==> src/rtl/interrupt_sequencer.sv <==
// Interrupt sequencer: arbitrates reset/NMI/IRQ at instruction boundaries and injects BRK into the opcode stream.
// Optional INT_SYNC_EN: passes nmi_b and irq_b through 2-flop synchronizers before use.
module interrupt_sequencer #(
    parameter logic [15:0] RESET_VEC  = 16'hFFFC,
    parameter logic [15:0] NMI_VEC    = 16'hFFFA,
    parameter logic [15:0] IRQ_VEC    = 16'hFFFE,
    parameter logic [7:0]  BRK_OPCODE = 8'h00
) (
    input  logic        ph1,
    input  logic        reset,
    input  logic [7:0]  mem_data,
    input  logic        last_cycle,
    input  logic        vec_load,
    input  logic        p_i,
    input  logic        nmi_b,
    input  logic        irq_b,
    output logic [7:0]  data_out,
    output logic        int_active,
    output logic [15:0] vector_addr,
    output logic        break_flag,
    output logic        pc_inc_suppress
);

    typedef enum logic [1:0] {IDLE, INJECT, SERVICE} state_t;
    typedef enum logic [1:0] {SRC_RST, SRC_NMI, SRC_IRQ, SRC_BRK} src_t;

    state_t state;
    src_t   src;
    logic   reset_pend;
    logic   nmi_pend;
    logic   nmi_prev;
    logic   last_prev;
    logic   nmi_s;
    logic   irq_s;
    logic   irq_req;
    logic   nmi_edge;
    logic   nmi_clr;
    logic   hijack;

`ifdef INT_SYNC_EN
    logic [1:0] nmi_sync;
    logic [1:0] irq_sync;

    // Synchronizers idle high so reset never looks like a request
    always_ff @(posedge ph1 or posedge reset) begin
        if (reset) begin
            nmi_sync <= 2'b11;
            irq_sync <= 2'b11;
        end else begin
            nmi_sync <= {nmi_sync[0], nmi_b};
            irq_sync <= {irq_sync[0], irq_b};
        end
    end

    assign nmi_s = nmi_sync[1];
    assign irq_s = irq_sync[1];
`else
    assign nmi_s = nmi_b;
    assign irq_s = irq_b;
`endif

    assign irq_req  = ~irq_s & ~p_i;
    assign nmi_edge = nmi_prev & ~nmi_s;
    // An NMI arriving during an IRQ/BRK sequence takes over its vector unless the vector is already loading
    assign hijack   = (state == SERVICE) && nmi_pend && !vec_load &&
                      ((src == SRC_IRQ) || (src == SRC_BRK));
    assign nmi_clr  = ((state == INJECT) && (src == SRC_NMI)) || hijack;

    always_ff @(posedge ph1 or posedge reset) begin
        if (reset) begin
            state      <= IDLE;
            src        <= SRC_RST;
            reset_pend <= 1'b1;
            nmi_pend   <= 1'b0;
            nmi_prev   <= 1'b1;
            last_prev  <= 1'b0;
            break_flag <= 1'b0;
        end else begin
            nmi_prev  <= nmi_s;
            last_prev <= last_cycle;
            // A new edge wins over a same-cycle clear so it is never lost
            nmi_pend  <= nmi_edge | (nmi_pend & ~nmi_clr);
            case (state)
                IDLE: begin
                    if (last_prev && (mem_data == BRK_OPCODE)) begin
                        src        <= SRC_BRK;
                        break_flag <= 1'b1;
                        state      <= SERVICE;
                    end else if (last_cycle && (reset_pend || nmi_pend || irq_req)) begin
                        state      <= INJECT;
                        break_flag <= 1'b0;
                        if (reset_pend)    src <= SRC_RST;
                        else if (nmi_pend) src <= SRC_NMI;
                        else               src <= SRC_IRQ;
                    end
                end
                INJECT: begin
                    break_flag <= 1'b0;
                    if (src == SRC_RST) reset_pend <= 1'b0;
                    state <= SERVICE;
                end
                SERVICE: begin
                    if (hijack) src <= SRC_NMI;
                    if (vec_load) state <= IDLE;
                end
                default: state <= IDLE;
            endcase
        end
    end

    // Outputs decode directly from the registered state and source
    always_comb begin
        data_out        = mem_data;
        int_active      = 1'b0;
        pc_inc_suppress = 1'b0;
        vector_addr     = IRQ_VEC;
        if (state == INJECT) begin
            data_out        = BRK_OPCODE;
            pc_inc_suppress = 1'b1;
        end
        if (state != IDLE) int_active = 1'b1;
        case (src)
            SRC_RST: vector_addr = RESET_VEC;
            SRC_NMI: vector_addr = NMI_VEC;
            default: vector_addr = IRQ_VEC;
        endcase
    end

endmodule

==> config.mk <==
export PLATFORM = sky130hd
export DESIGN_NAME = interrupt_sequencer
export DESIGN_NICKNAME = d
export VERILOG_FILES = /design/src/rtl/interrupt_sequencer.sv
export SDC_FILE = /design/constraint.sdc
export NUM_CORES = 1
export LEC_CHECK = 0
export CORE_AREA = 2 2 39 41
export CTS_BUF_LIST = sky130_fd_sc_hd__clkbuf_8
export CTS_CLUSTER_DIAMETER = 150
export DETAILED_ROUTE_END_ITERATION = 7
export DIE_AREA = 0 0 41 43
export DONT_BUFFER_PORTS = 1
export MAX_ROUTING_LAYER = met4
export PLACE_DENSITY = 0.66
export SKIP_LAST_GASP = 1
export SLEW_MARGIN = 5
export SYNTH_ARGS = -nofsm -noshare
export SYNTH_HDL_FRONTEND = slang
export SYNTH_SLANG_ARGS = --single-unit
export TNS_END_PERCENT = 30
==> constraint.sdc <==
create_clock -name ph1 -period 1.6 [get_ports ph1]
set_input_delay 0.32 -clock ph1 [delete_from_list [all_inputs] [get_ports ph1]]
set_output_delay 0.32 -clock ph1 [all_outputs]
set_load 0.01 [all_outputs]
==> results.md <==
- Status: finished clean
- Overall Power: 945 µW
- Initial antenna violation count: 0
- Initial Utilization: 45.4%
- EDFF count, synth: 0
- First-pass GRT wire length: 1.57 mm
- Die width: 41 µm
- Worst min-delay path category: input pin to flip-flop
- Largest net degree at the start of global routing: 12
- Post-CTS setup repair buffer count: 0
- Vias in the first global route: 371
- Latest clock arrival within the worst-skew pair: 0.24 ns
- First-pass iteration count of the detailed router: 4
- Internal: 573 µW
- CTS max path bufs: 2
- Dominant cells by area after synthesis: dfrtp_1 (28%), buf_4 (17%), dfstp_2 (8.4%)
- Clock group share of total power: 28.3%
- Area Growth Syn to Fin: 2.39%
- Final Wtd Congestion: 0.751
- Max frequency: 0.690 GHz
- Port Buf Inserts: 0
- Synth Warn #: 0
- Synth top cells by count: buf_4 (14), inv_1 (8), nor2_1 (8), and2_1 (7), dfrtp_1 (7)
- Post-synth top area share: 27.9%
- Final WL: 1.05 mm
- Crit path cell chain: inv_2 -> nand2_2 -> and2_2
- Antenna Nets Post-Route: 0
- CP Data Arrival Time: 1.13 ns
- Flop pwr share: 35.5%
- Clk slew on worst S/H paths: 0.05 ns
- CP Capture Type: output pin
- Synth area leader: dfrtp_1
- Post-DP HPWL: 875 µm
- Clk sinks: 9
- Worst Clk Skew: 0.00472 ns
- Die area: 1760 µm²
- Synth Flop Type: dfrtp_1
- Drt via density: 5.12
- CTS buffer count: 3
- CORE AREA: 1380 µm²
- Max_cap viols: 0
- Power per cell area: 1470 nW/µm²
- Setup_tns: 0 ns
- Layout cells sized above 1: 21.1%
- Slowest CP cell: dfrtp_1
- Post-synth ARST share: 100%
- Tcrit/Tclk final: 90.6%
- Startpoint Class: flip-flop
- DRC viols: 0
- Root Driver: clkbuf_8
- IO Count: 42
- Mapped Cells: 74
- CP required: 1.28 ns
- Gr ovfl total: 0
- Min Tclk post-route: 1.45 ns
- Count leader, synth: buf_4
- Peak supply drop: 612 µV
- Die Height: 43 µm
- Logic pwr share: 36.2%
- CP Max Fanout: 11
- Seq cells post-synth: 9
- Fin. Hold Viols: 0
- Gr usage total: 13.6%
- Switch Pwr: 372 µW
- Sequential area share after synthesis: 36.3%
- Final slew viol count: 0
- Synth cell types: 29
- LEAKAGE: 0.320 nW
- RSZ-0062 raised after global routing: false
- Avg Cell Area, Syn: 8.49 µm²
- CP Class: flip-flop to output pin
- Setup violations, final: 0
- Via count: 471
- Max incr delay on CP: 0.41 ns
- Rows: 14
- 1st-iter DRT viols: 4
- Antenna diode count: 0
- Fin nets: 92
- Sw frac: 39.3%
- WL/cell: 11.4 µm
- # H-tree levels: 1
- Syn Std Cell Area: 628 µm²
- TritonCTS clock tree: built
-- worst max-delay path: cells and delay by family, from the launching register on --
kind | cells | cell delay [ns]
buffers and inverters | 1 | 0.11
flip-flops | 1 | 0.41
AND/OR/NAND/NOR | 2 | 0.38
-- power by group through the flow --
stage / Combinational (mW) / Clock [mW] / Sequential, mW
final: 0.342 / 0.268 / 0.335
after global routing: 0.402 / 0.283 / 0.342
after CTS: 0.342 / 0.273 / 0.330
after detailed placement: 0.339 / 0 / 0.334
after global placement: 0.340 / 0 / 0.332
after floorplan: 0.321 / 0 / 0.323
-- worst paths after layout --
kind                            startpoint     endpoint  slack [ns]  depth (start not counted)
worst max-delay path              state[1]  data_out[2]        0.15                          3
worst min-delay path                 nmi_b     nmi_prev        0.08                          0
min in group asynchronous            reset     nmi_pend        0.48                          2
worst max register to register  reset_pend       src[1]        0.31                          3
worst min register to register  reset_pend   reset_pend        0.48                          1
max in group asynchronous            reset     nmi_prev        0.82                          2
-- layout by cell type (no fill, tap or decap), types with 2 or more instances in the layout --
cell type  Yosys  layout
inv_1          8       7
nand3_1        2       2
and2b_2        2       2
and2_1         7       7
nor2_1         8       8
conb_1         2      14
dfstp_2        2       2
dfrtp_1        7       7
a21oi_1        2       2
clkbuf_8       0       3
-- what timing repair did --
action / 4_1_cts / 5_1_grt
setup endpoints to repair: 0 / 9
gates resized for setup: 0 / 2
hold buffers: 1 / 0
hold endpoints to repair: 7 / 0
-- stage by stage --
stage | area [µm²] | setup slack (ns) | hold WS, ns | utilization [%] | instances
floorplan | 673 | 0.313 | 0.146 | - | 86
global placement | 584 | 0.243 | 0.189 | 42.2 | 87
detailed placement | 584 | 0.247 | 0.197 | 42.2 | 87
CTS | 641 | 0.00213 | 0.0721 | 46.3 | 92
global route | 643 | 0.0559 | 0.0668 | 46.5 | 92
finish | 643 | 0.150 | 0.0754 | 46.5 | 92
-- kinds of logic after synthesis --
| kind of cell | Yosys count | synth area share, % |
|---|---|---|
| buffers and inverters | 23 | 22.1 |
| flip-flops | 9 | 36.3 |
| AO/OA/AOI/OAI | 12 | 13.9 |
| AND/OR/NAND/NOR | 28 | 26.5 |
| other | 2 | 1.20 |
-- layout make-up --
| cell class | count | area [µm²] |
|---|---|---|
| inverters | 8 | 30.0 |
| clock buffers | 3 | 41.3 |
| fillers | 147 | 741 |
| flip-flops and latches | 9 | 228 |
| clock inverters | 1 | 5.00 |
| repair buffers | 1 | 10.0 |
| well taps | 16 | 20.0 |
| multi-input cells | 54 | 309 |
-- sequential cells by signal (all words and copies together) (netlist names) --
register    count
break_flag      1
last_prev       1
nmi_pend        1
nmi_prev        1
reset_pend      1
src             2
state           2
-- metal layers --
metal | global-route usage [%] | share of wire (%)
met1 | 16.5 | 37
met5 | - | 0
met2 | 19.4 | 45
met4 | 6.00 | 2.0
met3 | 5.24 | 16
No activity file was read; power rests on OpenSTA's default activity.
